$ cat src/rtl/alu_pipe.sv
// alu_pipe: two-stage pipelined ALU with a valid/ready handshake on both sides.
//
// Stage 1 captures operand A, operand B and the opcode. Stage 2 holds the
// computed result and its status flags. Both stages advance independently,
// so one result per cycle is sustained and two transactions can be buffered
// while the sink stalls.
//
// Ports:
//   i_clock            single clock, rising edge
//   i_reset            synchronous, active-low reset
//   i_valid / o_ready  input handshake for {A, B, opcode}
//   i_first_operator   operand A (signed)
//   i_second_operator  operand B (signed; unsigned shift amount for shifts)
//   i_opcode           operation select
//   o_valid / i_ready  output handshake for the result
//   o_result           registered result
//   o_zero, o_negative, o_carry, o_overflow   status flags, qualified by o_valid
//   o_invalid_op       opcode of this result was not recognised
//   o_overflow_sticky  set by any delivered signed overflow
//   i_clear_sticky     clears o_overflow_sticky (a simultaneous set wins)

module alu_pipe #(
    parameter int NB_DATA   = 8,
    parameter int NB_OPCODE = 6
) (
    input  logic                 i_clock,
    input  logic                 i_reset,
    input  logic                 i_valid,
    output logic                 o_ready,
    input  logic [NB_DATA-1:0]   i_first_operator,
    input  logic [NB_DATA-1:0]   i_second_operator,
    input  logic [NB_OPCODE-1:0] i_opcode,
    output logic                 o_valid,
    input  logic                 i_ready,
    output logic [NB_DATA-1:0]   o_result,
    output logic                 o_zero,
    output logic                 o_negative,
    output logic                 o_carry,
    output logic                 o_overflow,
    output logic                 o_invalid_op,
    output logic                 o_overflow_sticky,
    input  logic                 i_clear_sticky
);

    localparam logic [NB_OPCODE-1:0] OP_ADD  = NB_OPCODE'(6'b100000);
    localparam logic [NB_OPCODE-1:0] OP_SUB  = NB_OPCODE'(6'b100010);
    localparam logic [NB_OPCODE-1:0] OP_AND  = NB_OPCODE'(6'b100100);
    localparam logic [NB_OPCODE-1:0] OP_OR   = NB_OPCODE'(6'b100101);
    localparam logic [NB_OPCODE-1:0] OP_XOR  = NB_OPCODE'(6'b100110);
    localparam logic [NB_OPCODE-1:0] OP_NOR  = NB_OPCODE'(6'b100111);
    localparam logic [NB_OPCODE-1:0] OP_SRA  = NB_OPCODE'(6'b000011);
    localparam logic [NB_OPCODE-1:0] OP_SRL  = NB_OPCODE'(6'b000010);
    localparam logic [NB_OPCODE-1:0] OP_SLL  = NB_OPCODE'(6'b000000);
    localparam logic [NB_OPCODE-1:0] OP_SLT  = NB_OPCODE'(6'b101010);
    localparam logic [NB_OPCODE-1:0] OP_SLTU = NB_OPCODE'(6'b101011);

    // Shift amounts at or above the data width saturate instead of wrapping.
    localparam logic [NB_DATA:0] SHIFT_LIMIT = (NB_DATA + 1)'(NB_DATA);

    localparam int MSB = NB_DATA - 1;

    logic                 s1_valid;
    logic [NB_DATA-1:0]   s1_a;
    logic [NB_DATA-1:0]   s1_b;
    logic [NB_OPCODE-1:0] s1_op;
    logic                 s2_valid;

    logic s1_load;
    logic s2_load;

    logic [NB_DATA:0]   sum;
    logic [NB_DATA:0]   diff;
    logic [NB_DATA-1:0] sra_res;
    logic               shift_big;
    logic               slt;
    logic               sltu;

    logic [NB_DATA-1:0] nxt_result;
    logic               nxt_carry;
    logic               nxt_overflow;
    logic               nxt_invalid;

    // Stage 2 frees up when it is empty or its result is being taken; stage 1
    // frees up when it is empty or can hand its contents to stage 2. Reset is
    // folded into o_ready so nothing is offered as accepted while held.
    assign s2_load = !s2_valid || i_ready;
    assign s1_load = !s1_valid || s2_load;
    assign o_ready = i_reset && s1_load;
    assign o_valid = s2_valid;

    // The extra top bit of sum is the carry-out; of diff it is the borrow.
    assign sum       = {1'b0, s1_a} + {1'b0, s1_b};
    assign diff      = {1'b0, s1_a} - {1'b0, s1_b};
    assign sra_res   = NB_DATA'($signed(s1_a) >>> s1_b);
    assign shift_big = ({1'b0, s1_b} >= SHIFT_LIMIT);
    assign slt       = ($signed(s1_a) < $signed(s1_b));
    assign sltu      = (s1_a < s1_b);

    // Stage 2 datapath: evaluates the captured triple into result, carry,
    // overflow and the invalid-opcode marker. Zero/negative come from the
    // result itself when it is registered.
    always_comb begin
        nxt_result   = '0;
        nxt_carry    = 1'b0;
        nxt_overflow = 1'b0;
        nxt_invalid  = 1'b0;
        case (s1_op)
            OP_ADD: begin
                nxt_result   = sum[NB_DATA-1:0];
                nxt_carry    = sum[NB_DATA];
                nxt_overflow = (s1_a[MSB] == s1_b[MSB]) && (sum[MSB] != s1_a[MSB]);
            end
            OP_SUB: begin
                nxt_result   = diff[NB_DATA-1:0];
                nxt_carry    = diff[NB_DATA];
                nxt_overflow = (s1_a[MSB] != s1_b[MSB]) && (diff[MSB] != s1_a[MSB]);
            end
            OP_AND:  nxt_result = s1_a & s1_b;
            OP_OR:   nxt_result = s1_a | s1_b;
            OP_XOR:  nxt_result = s1_a ^ s1_b;
            OP_NOR:  nxt_result = ~(s1_a | s1_b);
            OP_SRA:  nxt_result = shift_big ? {NB_DATA{s1_a[MSB]}} : sra_res;
            OP_SRL:  nxt_result = shift_big ? '0 : (s1_a >> s1_b);
            OP_SLL:  nxt_result = shift_big ? '0 : (s1_a << s1_b);
            OP_SLT:  nxt_result = {{(NB_DATA-1){1'b0}}, slt};
            OP_SLTU: nxt_result = {{(NB_DATA-1){1'b0}}, sltu};
            default: nxt_invalid = 1'b1;
        endcase
    end

    // Stage 1 register: captures the input triple whenever it is free to
    // load. Loading an idle i_valid simply empties the stage.
    always_ff @(posedge i_clock) begin
        if (!i_reset) begin
            s1_valid <= 1'b0;
            s1_a     <= '0;
            s1_b     <= '0;
            s1_op    <= '0;
        end else if (s1_load) begin
            s1_valid <= i_valid;
            s1_a     <= i_first_operator;
            s1_b     <= i_second_operator;
            s1_op    <= i_opcode;
        end
    end

    // Stage 2 register: result and flags only change when a real
    // transaction moves in, so held outputs stay stable under backpressure
    // and the all-zero reset values survive until the first result.
    always_ff @(posedge i_clock) begin
        if (!i_reset) begin
            s2_valid     <= 1'b0;
            o_result     <= '0;
            o_zero       <= 1'b0;
            o_negative   <= 1'b0;
            o_carry      <= 1'b0;
            o_overflow   <= 1'b0;
            o_invalid_op <= 1'b0;
        end else if (s2_load) begin
            s2_valid <= s1_valid;
            if (s1_valid) begin
                o_result     <= nxt_result;
                o_zero       <= (nxt_result == '0);
                o_negative   <= nxt_result[MSB];
                o_carry      <= nxt_carry;
                o_overflow   <= nxt_overflow;
                o_invalid_op <= nxt_invalid;
            end
        end
    end

    // Sticky overflow: only a result actually taken by the sink counts, and
    // a set in the same cycle as a clear takes priority.
    always_ff @(posedge i_clock) begin
        if (!i_reset) begin
            o_overflow_sticky <= 1'b0;
        end else if (s2_valid && i_ready && o_overflow) begin
            o_overflow_sticky <= 1'b1;
        end else if (i_clear_sticky) begin
            o_overflow_sticky <= 1'b0;
        end
    end

endmodule
$ cat config.mk
export PLATFORM = sky130hd
export DESIGN_NAME = alu_pipe
export DESIGN_NICKNAME = d
export VERILOG_FILES = /design/src/rtl/alu_pipe.sv
export SDC_FILE = /design/constraint.sdc
export NUM_CORES = 1
export LEC_CHECK = 0
export ABC_AREA = 1
export CAP_MARGIN = 30
export CORE_MARGIN = 4
export CORE_UTILIZATION = 39
export CTS_CLUSTER_DIAMETER = 120
export CTS_CLUSTER_SIZE = 20
export DETAILED_ROUTE_END_ITERATION = 12
export PLACE_DENSITY = 0.64
export SLEW_MARGIN = 20
export SYNTH_ARGS = -nofsm -noshare
export SYNTH_HDL_FRONTEND = slang
export SYNTH_SLANG_ARGS = --single-unit
$ cat constraint.sdc
create_clock -name i_clock -period 4.1 [get_ports i_clock]
set_input_delay 0.82 -clock i_clock [delete_from_list [all_inputs] [get_ports i_clock]]
set_output_delay 0.82 -clock i_clock [all_outputs]
set_load 0.01 [all_outputs]
==> flow_metrics.py <==
metrics = {
    "layout": {
        "layout.nets": 685,
        "nFillCells": 946,
        "drive_gt1_share_pct": 7.58,
        "area_growth_pct": 16.1,
        "final_common_cell": "nand2_1",
        "n_antenna_cell": 0,
        "layout_common_cells": "142 x nand2_1, 87 x inv_1, 79 x nand3_1",
    },
    "floorplanning": {
        "die_h_um": 104,
        "dieArea_um2": 10800,
        "initial_core_util_pct": 40.6,
        "core_um2": 8810,
        "io_pins": 43,
        "die_x_um": 104,
        "rows": 34,
    },
    "placed_design": {
        "place_ws_ns": 1.04,
        "hpwl_um": 8890,
        "io_buffer_count": 42,
        "routabilityCongestion": 0.989,
    },
    "timing": {
        "fmax_mhz": 327,
        "whs_ns": 0.467,
        "rsz0062_at_grt": "false",
        "min_period_ns": 3.06,
        "maxSlewViolCount": 0,
        "hold_violations": 0,
        "slew_headroom_pct": 60.0,
        "setup_viol": 0,
        "finalSetupTns_ns": 0,
        "skew_ns": 0.00634,
        "fin_ws_ns": 1.04,
        "tightest_slew_ns": 0.599,
        "period_share_pct": 74.7,
    },
    "global_route": {
        "grt_pass1_vias": 3536,
        "antenna_found_initial": 0,
        "grt_util_all_layers_pct": 20.0,
        "grt_max_degree": 46,
        "gr-total-overflow": 0,
        "grt_first_pass_wirelength_um": 17800,
    },
    "route": {
        "wl_met1_um": 5190,
        "remaining_drc_errors": 0,
        "wl_per_cell_um": 15.0,
        "vias_per_cell": 5.34,
        "firstDrtPassIters": 5,
        "ant_nets": 0,
        "route.met2.wl_um": 4910,
        "vias": 3955,
        "drt_iter0_drc": 364,
        "routed_wl_um": 11100,
        "wl_met3_um": 724,
        "highest_layer": "met4",
    },
    "pwr": {
        "power.density_nw_per_um2": 244,
        "power_mw": 1.01,
        "p_leak_nw": 2.06,
        "irDropWorstVdd_v": 0.000280,
    },
    "cts": {
        "post_cts.repair.setup_buffers": 0,
        "cts_tree": "done",
        "cts_hold_buf": 0,
        "ctsLongestPathBuffers": 2,
        "path_clk_slew_ns": 0.07,
        "clock_latency_ns": 0.28,
        "cts_resized": 0,
        "root_buffer": "clkbuf_8",
        "ctsHtreeMaxLevel": 2,
        "clock_sinks": 37,
        "numCtsBuffers": 5,
    },
    "synthesis": {
        "postSynthCellCount": 600,
        "yosysSeqAreaShare_pct": 20.7,
        "ys_ff_latch": 37,
        "synth_area_um2": 3570,
        "synth_nets": 653,
        "syn_area_per_cell_um2": 5.96,
        "ys_warn_count": 0,
        "ys_types": 35,
    },
    "critical_path": {
        "cp.required_ns": 3.28,
        "critPathKind": "in -> out",
        "crit_chain": "clkdlybuf4s50_1 > buf_4 > nand2_1 > inv_1 > clkdlybuf4s50_1",
        "crit_fanout": 35,
        "critPathMostFrequentCell": "clkdlybuf4s50_1",
        "cp_slowest_stage_delay_ns": 0.52,
        "cp.arrival_ns": 2.24,
        "end_kind": "output port",
        "cp_slowest_cell": "clkdlybuf4s50_1",
        "worstSetupStartpointType": "primary input",
    },
    "outcome": {
        "status": "finished clean",
    },
    "worst_hold_path": {
        "min_path_type": "reg -> reg",
    },
    "flow_run": {
        "max_cap_violations": 0,
    },
}
==> path summary, 6_finish.rpt <==
kind	endpoint	from	slack, ns	depth (start not counted)
worst max register to register	o_zero	s1_a[0]	1.44	16
worst max-delay path	o_ready	i_reset	1.04	5
worst min register to register	o_overflow_sticky	o_overflow_sticky	0.47	2
worst min-delay path	o_overflow_sticky	o_overflow_sticky	0.47	2
==> synthesized netlist by cell type <==
library cell / count / share of area, %
o21ai_2: 2 / 0.49
nand3_2: 4 / 1.1
nand2_2: 3 / 0.53
nand4_1: 10 / 1.8
buf_2: 7 / 0.98
buf_4: 2 / 0.42
o221ai_1: 1 / 0.25
nand2_1: 142 / 15
ha_1: 24 / 8.4
nor2_1: 48 / 5.0
xor2_1: 2 / 0.49
o211ai_1: 10 / 2.1
buf_1: 1 / 0.10
nand3_1: 79 / 11
nor2_2: 8 / 1.4
inv_2: 9 / 0.95
o21bai_1: 1 / 0.21
mux2i_1: 1 / 0.28
o22ai_1: 2 / 0.35
inv_1: 87 / 9.1
clkbuf_1: 10 / 1.1
or2_0: 1 / 0.18
buf_6: 3 / 0.95
fa_1: 2 / 1.1
o21ai_0: 39 / 5.5
nand2_4: 2 / 0.63
a21o_1: 1 / 0.21
dfxtp_1: 37 / 21
o21ai_1: 1 / 0.14
a31oi_1: 3 / 0.53
nor2_4: 2 / 0.63
nand3b_1: 2 / 0.42
a21oi_1: 44 / 6.2
nor3_1: 6 / 0.84
a21oi_2: 4 / 0.98
==> per-stage QoR <==
step                std cells  utilization, %  area [um2]
finish                    741            47.1        4150
global route              741            47.1        4150
CTS                       741            47.1        4150
detailed placement        733            46.0        4050
global placement          733            46.0        4050
floorplan                 600               -        3570
==> metal layers <==
layer / up-vias / GRT usage [%]
met5: - / 0
met4: 0 / 7.31
met3: 22 / 2.18
met2: 143 / 31.7
met1: 1785 / 27.9
li1: 2005 / -
==> layout make-up <==
| class | count | area [um2] | share of cell area (%) |
|---|---|---|---|
| clock buffer | 7 | 96.3 | 2.32 |
| clock inverter | 1 | 5.00 | 0.121 |
| inverter | 96 | 360 | 8.68 |
| multi-input combinational | 444 | 2350 | 56.6 |
| sequential | 37 | 741 | 17.8 |
| tap | 108 | 135 | 3.26 |
| timing repair buffer | 48 | 465 | 11.2 |
==> sequential cells by signal (all words and copies together), names as in the netlist <==
name,flops
o_result,8
s1_a,8
s1_b,8
s1_op,6
o_carry,1
o_invalid_op,1
o_overflow,1
o_overflow_sticky,1
o_valid,1
o_zero,1
s1_valid,1
==> cell families after synthesis <==
kind of cell    Yosys count  share of synthesized area [%]
xor+xnor                  2                          0.490
fa+ha+maj                26                           9.52
mux                       1                          0.280
buf+inv                 119                           13.6
flops                    37                           20.7
compound gates          108                           16.9
simple gates            307                           38.5
==> power by group <==
part / internal, mW / switching (mW)
registers: 0.382 / 0.0290
clock network: 0.152 / 0.118
logic: 0.127 / 0.206
total: 0.661 / 0.353
==> critical path, delay by kind of cell <==
kind	cells	cell delay (ns)
buffers and inverters	4	1.32
and+or+nand+nor	1	0.09
Power figures use the tool's default switching activity.
